===== config.mk =====
export PLATFORM = sky130hd
export DESIGN_NAME = mvm_rect_pipe
export DESIGN_NICKNAME = d
export VERILOG_FILES = /design/src/rtl/mvm_rect_pipe.sv
export SDC_FILE = /design/constraint.sdc
export NUM_CORES = 2
export LEC_CHECK = 0
export CORE_MARGIN = 10
export CORE_UTILIZATION = 50
export CTS_BUF_LIST = sky130_fd_sc_hd__clkbuf_4 sky130_fd_sc_hd__clkbuf_8
export CTS_CLUSTER_SIZE = 30
export DETAILED_ROUTE_END_ITERATION = 8
export PLACE_DENSITY = 0.73
export SKIP_CTS_REPAIR_TIMING = 1
export SLEW_MARGIN = 20
export SYNTH_ARGS = -nofsm -noshare
export SYNTH_HDL_FRONTEND = slang
export SYNTH_SLANG_ARGS = --single-unit

===== constraint.sdc =====
create_clock -name clk -period 7.4 [get_ports clk]
set_input_delay 1.85 -clock clk [delete_from_list [all_inputs] [get_ports clk]]
set_output_delay 1.85 -clock clk [all_outputs]
set_load 0.05 [all_outputs]

===== src/rtl/mvm_rect_pipe.sv =====
// mvm_rect_pipe: y = A*x for an M x N signed matrix using P parallel MAC lanes.
// Valid/ready output handshake, saturating or wrapping result, and retained
// A/x so several vectors can be run against one loaded matrix.
module mvm_rect_pipe #(
  parameter int M   = 16,
  parameter int N   = 12,
  parameter int B   = 8,
  parameter int P   = 4,
  parameter int SAT = 1
) (
  input  logic           clk,
  input  logic           reset,
  input  logic           loadMatrix,
  input  logic           loadVector,
  input  logic           start,
  input  logic           in_valid,
  input  logic [B-1:0]   data_in,
  output logic           busy,
  output logic           out_valid,
  input  logic           out_ready,
  output logic [2*B-1:0] data_out,
  output logic           done
);

  localparam int R  = M / P;
  localparam int K  = R * N;
  localparam int W  = 2 * B + $clog2(N);
  localparam int LW = (P > 1) ? $clog2(P) : 1;
  localparam int KW = (K > 1) ? $clog2(K) : 1;
  localparam int CW = (N > 1) ? $clog2(N) : 1;
  localparam int JW = (R > 1) ? $clog2(R) : 1;

  typedef enum logic [2:0] {
    IDLE,
    LOAD_M,
    LOAD_V,
    COMPUTE,
    DRAIN
  } state_t;

  state_t state;
  logic   mat_ok;
  logic   vec_ok;

  // load counters: rows are stored lane-major, so a flat local address per lane
  // walks rows lane*R .. lane*R+R-1 in row-major order
  logic [LW-1:0] ld_lane;
  logic [KW-1:0] ld_addr;
  logic [CW-1:0] ld_col;

  // issue counters for the compute sweep
  logic          iss_act;
  logic [KW-1:0] is_k;
  logic [CW-1:0] is_c;
  logic [JW-1:0] is_j;

  // pipeline stage metadata: address, read, product
  logic          a_v, r_v, p_v;
  logic [KW-1:0] a_k;
  logic [CW-1:0] a_c;
  logic [JW-1:0] a_j, r_j, p_j;
  logic          a_last, r_last, p_last;
  logic          fin;

  // drain position
  logic [LW-1:0] o_lane;
  logic [JW-1:0] o_j;

  // storage and datapath
  logic signed [B-1:0]   amem [P][K];
  logic signed [B-1:0]   xmem [N];
  logic signed [B-1:0]   a_rd [P];
  logic signed [B-1:0]   x_rd;
  logic signed [2*B-1:0] prod [P];
  logic signed [W-1:0]   acc  [P];
  logic signed [W-1:0]   sum  [P];
  logic [2*B-1:0]        rbuf [P][R];

  // reduce the full-width row sum to 2B bits, clamping or wrapping
  function automatic logic [2*B-1:0] reduce(input logic signed [W-1:0] v);
    logic signed [W-1:0] hi;
    logic signed [W-1:0] lo;
    hi = '0;
    hi[2*B-2:0] = '1;
    lo = '1;
    lo[2*B-2:0] = '0;
    if (SAT != 0 && v > hi)
      return hi[2*B-1:0];
    else if (SAT != 0 && v < lo)
      return lo[2*B-1:0];
    else
      return v[2*B-1:0];
  endfunction

  // control FSM: command decode, load counting, compute issue, drain handshake
  always_ff @(posedge clk) begin
    if (reset) begin
      state     <= IDLE;
      busy      <= 1'b0;
      out_valid <= 1'b0;
      data_out  <= '0;
      done      <= 1'b0;
      mat_ok    <= 1'b0;
      vec_ok    <= 1'b0;
      ld_lane   <= '0;
      ld_addr   <= '0;
      ld_col    <= '0;
      iss_act   <= 1'b0;
      is_k      <= '0;
      is_c      <= '0;
      is_j      <= '0;
      a_v       <= 1'b0;
      a_k       <= '0;
      a_c       <= '0;
      a_j       <= '0;
      a_last    <= 1'b0;
      r_v       <= 1'b0;
      r_j       <= '0;
      r_last    <= 1'b0;
      p_v       <= 1'b0;
      p_j       <= '0;
      p_last    <= 1'b0;
      fin       <= 1'b0;
      o_lane    <= '0;
      o_j       <= '0;
    end else begin
      done   <= 1'b0;
      a_v    <= 1'b0;
      r_v    <= a_v;
      r_j    <= a_j;
      r_last <= a_last;
      p_v    <= r_v;
      p_j    <= r_j;
      p_last <= r_last;
      case (state)
        IDLE: begin
          if (loadMatrix) begin
            state   <= LOAD_M;
            busy    <= 1'b1;
            mat_ok  <= 1'b0;
            ld_lane <= '0;
            ld_addr <= '0;
          end else if (loadVector) begin
            state  <= LOAD_V;
            busy   <= 1'b1;
            vec_ok <= 1'b0;
            ld_col <= '0;
          end else if (start && mat_ok && vec_ok) begin
            state   <= COMPUTE;
            busy    <= 1'b1;
            iss_act <= 1'b1;
            is_k    <= '0;
            is_c    <= '0;
            is_j    <= '0;
            fin     <= 1'b0;
          end
        end
        LOAD_M: begin
          if (in_valid) begin
            if (ld_addr == KW'(K - 1)) begin
              ld_addr <= '0;
              if (ld_lane == LW'(P - 1)) begin
                mat_ok <= 1'b1;
                busy   <= 1'b0;
                state  <= IDLE;
              end else begin
                ld_lane <= ld_lane + LW'(1);
              end
            end else begin
              ld_addr <= ld_addr + KW'(1);
            end
          end
        end
        LOAD_V: begin
          if (in_valid) begin
            if (ld_col == CW'(N - 1)) begin
              vec_ok <= 1'b1;
              busy   <= 1'b0;
              state  <= IDLE;
            end else begin
              ld_col <= ld_col + CW'(1);
            end
          end
        end
        COMPUTE: begin
          if (iss_act) begin
            a_v    <= 1'b1;
            a_k    <= is_k;
            a_c    <= is_c;
            a_j    <= is_j;
            a_last <= (is_c == CW'(N - 1));
            if (is_k == KW'(K - 1))
              iss_act <= 1'b0;
            is_k <= is_k + KW'(1);
            if (is_c == CW'(N - 1)) begin
              is_c <= '0;
              is_j <= is_j + JW'(1);
            end else begin
              is_c <= is_c + CW'(1);
            end
          end
          // last row of every lane is written on this edge; drain starts next
          if (p_v && p_last && p_j == JW'(R - 1))
            fin <= 1'b1;
          if (fin) begin
            fin       <= 1'b0;
            state     <= DRAIN;
            out_valid <= 1'b1;
            data_out  <= rbuf[0][0];
            o_lane    <= '0;
            o_j       <= '0;
          end
        end
        DRAIN: begin
          if (out_valid && out_ready) begin
            if (o_lane == LW'(P - 1) && o_j == JW'(R - 1)) begin
              out_valid <= 1'b0;
              done      <= 1'b1;
              busy      <= 1'b0;
              state     <= IDLE;
            end else if (o_j == JW'(R - 1)) begin
              o_j      <= '0;
              o_lane   <= o_lane + LW'(1);
              data_out <= rbuf[o_lane + LW'(1)][0];
            end else begin
              o_j      <= o_j + JW'(1);
              data_out <= rbuf[o_lane][o_j + JW'(1)];
            end
          end
        end
        default: state <= IDLE;
      endcase
    end
  end

  // matrix and vector storage writes; contents survive reset
  always_ff @(posedge clk) begin
    if (!reset && state == LOAD_M && in_valid)
      amem[ld_lane][ld_addr] <= data_in;
    if (!reset && state == LOAD_V && in_valid)
      xmem[ld_col] <= data_in;
  end

  // read register and product register for every lane
  always_ff @(posedge clk) begin
    x_rd <= xmem[a_c];
    for (int unsigned l = 0; l < P; l++) begin
      a_rd[l] <= amem[l][a_k];
      prod[l] <= (2*B)'(a_rd[l]) * (2*B)'(x_rd);
    end
  end

  // running row sum including the product arriving this cycle
  always_comb begin
    for (int unsigned l = 0; l < P; l++)
      sum[l] = acc[l] + W'(prod[l]);
  end

  // accumulate; at a row end the accumulator clears in the same cycle
  always_ff @(posedge clk) begin
    if (reset) begin
      for (int unsigned l = 0; l < P; l++)
        acc[l] <= '0;
    end else if (p_v) begin
      for (int unsigned l = 0; l < P; l++)
        acc[l] <= p_last ? '0 : sum[l];
    end
  end

  // result buffer write at each row end
  always_ff @(posedge clk) begin
    if (!reset && p_v && p_last) begin
      for (int unsigned l = 0; l < P; l++)
        rbuf[l][p_j] <= reduce(sum[l]);
    end
  end

endmodule


Word level (Yosys, flattened, before mapping)
Memory sizes are Yosys's and may differ from the RTL's. A register that Yosys moved wholly into a read port is not among the register bits.
Index checks and enable logic that the tools add are counted.

word-level totals
  ROM bits = 0
  bits in latches = 0
  register bits = 76
  memories = 6
  RAM bits = 2,064

memories
  name  depth  width  rd ports  clocked after memory_dff  write ports  RTL line  source
  amem  4      384    4         0                         1            70        logic signed [B-1:0] amem [P][K];
  rbuf  4      64     3         1                         4            77        logic [2*B-1:0] rbuf [P][R];
  xmem  12     8      1         1                         1            71        logic signed [B-1:0] xmem [N];
  acc   4      20     4         0                         4            75        logic signed [W-1:0] acc [P];
  prod  4      16     4         0                         4            74        logic signed [2*B-1:0] prod [P];
  a_rd  4      8      4         0                         4            72        logic signed [B-1:0] a_rd [P];

operators by class
  add/subtract/negate cells = 12
  equal/unequal tests = 32
  mux-type cells = 145
  shifts and indexed selects = 0
  bitwise gates (word level) = 11
  multipliers = 4
  order comparisons = 14
  divide/modulo/power cells = 0
  reductions and logical operators = 37

operators with widths
  kind                                                                     count
  384-bit 2-to-1 mux                                                       1
  16-bit 2-to-1 mux                                                        19
  8-bit binary-select mux with 6-bit select                                4
  20-bit 2-to-1 mux                                                        8
  20-bit by 16-bit adder with 20-bit output                                4
  20-bit by 16-bit > comparator with 1-bit output (second input constant)  4
  20-bit by 16-bit < comparator with 1-bit output (second input constant)  4
  8-bit 2-to-1 mux                                                         9
  8-bit by 8-bit multiplier with 16-bit output                             4
  64-bit 2-to-1 mux                                                        1
  8-bit demux with 6-bit select                                            1
  6-bit 2-to-1 mux                                                         7
  1-bit 2-to-1 mux                                                         39
  2-bit != test (second input constant)                                    19
  2-bit 2-to-1 mux                                                         18
  4-bit 2-to-1 mux                                                         9
  3-bit 2-to-1 mux                                                         11
  16-bit binary-select mux with 2-bit select                               1
  16-bit demux with 2-bit select                                           1
  16-bit one-hot mux with 2 select lines                                   1
  5-bit AND reduction                                                      6
  6-bit one-hot mux with 2 select lines                                    2
  9-bit AND reduction                                                      2
  2-bit one-hot mux with 2 select lines                                    4
  33 further kinds                                                         76

Longest topological paths before layout
  depth after elaboration = 9
  depth in mapped cells = 20

Least setup slack after synthesis
OpenSTA, ideal clock, no wires.

  path kind = input to register
  start = input port reset
  end = memory rbuf[0][48] (netlist bit), enable pin
  library setup time = 0.578 ns
  path buffers = 1
  path slack = -0.145 ns
  stages on the path = 3
  arrival = 6.967 ns
  path through = clkbuf_1 -> and3b_1 -> nor3b_1

RTL lines
  item         RTL line  source
  from (decl)  12        input logic reset,
  to (decl)    77

==> out/results.ini <==
[outcome]
result_of_the_run = completed

[setup_path]
r2r_cells = 18
slowest_delay_ps = 870
path_cells = buf_4 -> nand2_1 -> fa_1 -> inv_1 -> fa_1 -> inv_1 -> fa_1 -> fa_1 -> inv_1 -> ha_1 -> nor2b_1 -> o21ai_0 -> a21boi_0 -> o21ai_0 -> a21boi_0 -> o21ai_0 -> nand2_1 -> o311ai_0
path_class = flip-flop to flip-flop
critical_path.max_fanout = 22
critical_path.most_common_cell = sky130_fd_sc_hd__fa_1
worst_r2r_startpoint = x_rd[3]
worstSetupStartpoint = x_rd[3]
worst-r2r-setup-slack_ps = 2120
critPathArrivalTime_ps = 6100
worst-endpoint-required_ps = 8220
timing.critical_path.to_type = flip-flop
r2r_end = prod[1][14]
startpoint_type = flip-flop
slowest_stage = sky130_fd_sc_hd__dfxtp_1

[yosys]
netlist_area_mm2 = 0.0968
synth_enable_flop_cells = 1968
postSynth.topFlopCell = sky130_fd_sc_hd__edfxtp_1
yosysUniqueCellTypes = 93
synth.ff_latch_count = 2150
synth_async_reset_ratio_pct = 0
synth.net_count = 6083
ys_seq_area_share_pct = 64.8
synth.largest_area_cell = sky130_fd_sc_hd__edfxtp_1
synth.top_cell.area_share_pct = 61.1
top_area_cells_in_the_synthesized_netlist = sky130_fd_sc_hd__edfxtp_1, sky130_fd_sc_hd__mux4_2, sky130_fd_sc_hd__fa_1
avgSynthCellArea_um2 = 17.2
synthesis.instances = 5639
yosysWarningCount = 0

[clock_network]
cts.sinks = 2150
cts_max_level = 5
clock_tree_from_tritoncts = yes
clock_tree.buffer_depth = 4
clock_insertion_delay_at_the_later_pin_of_the_skew_report_ps = 1090
clk_transition_reported_paths_ps = 60
cts_buffers = 352
clk_tree_root_cell = sky130_fd_sc_hd__clkbuf_8

[floorplan]
placement_rows = 161
die-height_um = 460
placeableCoreArea_mm2 = 0.193
floorplan.initialDensity_pct = 50.3
overall_die_width_um = 460
die_outline_area_mm2 = 0.212
num_io_pins = 34

[final_layout]
mostFrequentLayoutCells = sky130_fd_sc_hd__edfxtp_1, sky130_fd_sc_hd__mux4_2, sky130_fd_sc_hd__inv_1, sky130_fd_sc_hd__clkbuf_8, sky130_fd_sc_hd__and2_1
final_common_cell = sky130_fd_sc_hd__edfxtp_1
share_of_layout_cells_above_drive_strength_1_pct = 21.3
syn2layout_area_growth_pct = 10.2
layout.filler_cells = 14700
finalNetCount = 6279

[drt]
antenna_violating_nets_post_route = 0
detail_route.first_pass.iterations = 6
viasPerCell = 5.85
drc = 0
avgRoutedWirePerCell_um = 24.8
detail_route.iter0.violations = 4954
vias = 50400
postRouteWirelength_um = 214000

[timing]
min_period_ps = 5280
worst_tran_pin_value_ps = 1280
fmaxAchievable_mhz = 189
drv_slew = 0
final_cycle_utilization_of_the_critical_path_pct = 71.3
final_hold_viol_count = 0
setup_viol = 0
final.setup_skew_ps = 136
max-slew-margin-rel_pct = 14.4
timing.setup.tns_ps = 0
rsz0062_at_grt = false

[pwr]
peakVddDrop_uv = 244
cellPowerDensity_mw_per_mm2 = 281
p_leak_nw = 35.6
power_mw = 30.0

[hold_path]
min-delay-path-class = flip-flop to flip-flop
whs_endpoint = p_j[1]
holdPathStages = 1
hp-start = r_j[1]

[global_route]
grt-ovfl-total = 0
global_route_wire_length_before_repair_um = 326000
grt_max_degree = 142
first_global_vias = 52000
grt_usage_pct = 20.2
grt_antenna_before_repair = 10

[placed_design]
io_buffer_count = 33
half_perimeter_wire_length_after_detailed_placement_um = 136000
globalplace.congestion = 0.817

[flow_run]
maxCapViolCount = 0

metrics by stage:
step	worst slack [ps]	instance area [µm²]	std cells	hold slack (ps)	util, %
after floorplan	1890	96800	5639	414	-
after global placement	2120	99800	8006	430	51.8
after detailed placement	2080	99800	8006	424	51.8
after CTS	2140	107000	8608	436	55.4
after global routing	1590	107000	8610	447	55.4
final	2120	107000	8627	434	55.4
how the worst max path moves through the flow:
| stage | cells after the start | end | slack (ps) |
|---|---|---|---|
| finish | 18 | prod[1][14] | 2120 |
| floorplan | 4 | rbuf[0][16] | 1890 |
| CTS | 18 | prod[1][14] | 2140 |
| detailed placement | 7 | amem[2][207] | 2080 |
| global route | 17 | prod[1][14] | 1590 |
| global placement | 7 | amem[2][140] | 2120 |
power by group:
group          internal, mW  total, mW  switching (mW)
clock                  5.60       10.2            4.56
sequential             14.1       14.2           0.139
combinational          1.85       5.63            3.77
registers in the layout, indices dropped and copies added (netlist names), 3 cells and up, named ones only:
| signal | count |
|---|---|
| a_rd | 32 |
| amem | 1536 |
| is_k | 6 |
| acc | 80 |
| rbuf | 256 |
| ld_col | 4 |
| ld_addr | 6 |
| a_c | 4 |
| state | 3 |
| xmem | 96 |
| prod | 64 |
| x_rd | 8 |
| a_k | 6 |
| data_out | 16 |
| is_c | 4 |
critical path, delay by kind of cell (launching register included):
| family | cells | cell delay, ps |
|---|---|---|
| compound gates | 6 | 1330 |
| fa+ha+maj | 5 | 2020 |
| buf+inv | 4 | 510 |
| flops | 1 | 870 |
| simple gates | 3 | 350 |
cell type report:
cell class	instances	area [µm²]	share of cell area [%]
inverter	368	1380	1.29
clock inverter	130	1010	0.949
tap	2526	3160	2.96
timing repair buffer	102	953	0.894
clock buffer	472	5780	5.41
antenna	18	45.0	0.0422
multi-input combinational	2861	31600	29.6
sequential	2150	62800	58.8
cells by family (layout without fill, tap and decap cells):
kind of cell,Yosys count,in the layout,share of synthesized area (%)
compound gates,538,538,3.76
xor+xnor,136,136,1.25
fa+ha+maj,429,429,7.28
buf+inv,628,1072,2.57
flops,2150,2150,64.8
mux,700,700,14.6
other cells,0,18,0
simple gates,1058,1058,5.68
synthesized netlist by cell type (all sizes together) (5+ instances only):
| cell type | instances |
|---|---|
| a21oi | 176 |
| a22oi | 18 |
| clkbuf | 155 |
| mux2 | 37 |
| a311oi | 6 |
| o21bai | 9 |
| and3 | 44 |
| o21a | 18 |
| a211o | 7 |
| xor2 | 54 |
| ha | 205 |
| a211oi | 10 |
| nand2b | 20 |
| nand4 | 11 |
| a41o | 5 |
| mux4 | 568 |
| nor3b | 10 |
| nand3 | 41 |
| buf | 105 |
| mux2i | 95 |
| nor2 | 236 |
| fa | 224 |
| a2111oi | 8 |
| xnor2 | 82 |
| nor2b | 41 |
| edfxtp | 1968 |
| o21ai | 90 |
| inv | 368 |
| and2 | 357 |
| or3 | 12 |
| o22ai | 35 |
| nor4 | 10 |
| a31oi | 22 |
| o211ai | 32 |
| nand3b | 10 |
| or2 | 12 |
| a41oi | 13 |
| o31ai | 5 |
| nor3 | 31 |
| a21boi | 15 |
| dfxtp | 182 |
| nand2 | 207 |
| a21o | 39 |
layer usage:
| metal | track usage, % | vias to the layer above | part of all wire (%) |
|---|---|---|---|
| li1 | - | 22100 | - |
| met1 | 26.7 | 26000 | 40 |
| met2 | 34.0 | 1897 | 50 |
| met3 | 3.46 | 436 | 6.7 |
| met4 | 7.02 | 2 | 3.5 |
| met5 | 0 | - | 0.0061 |
Power figures use the tool's default switching activity.
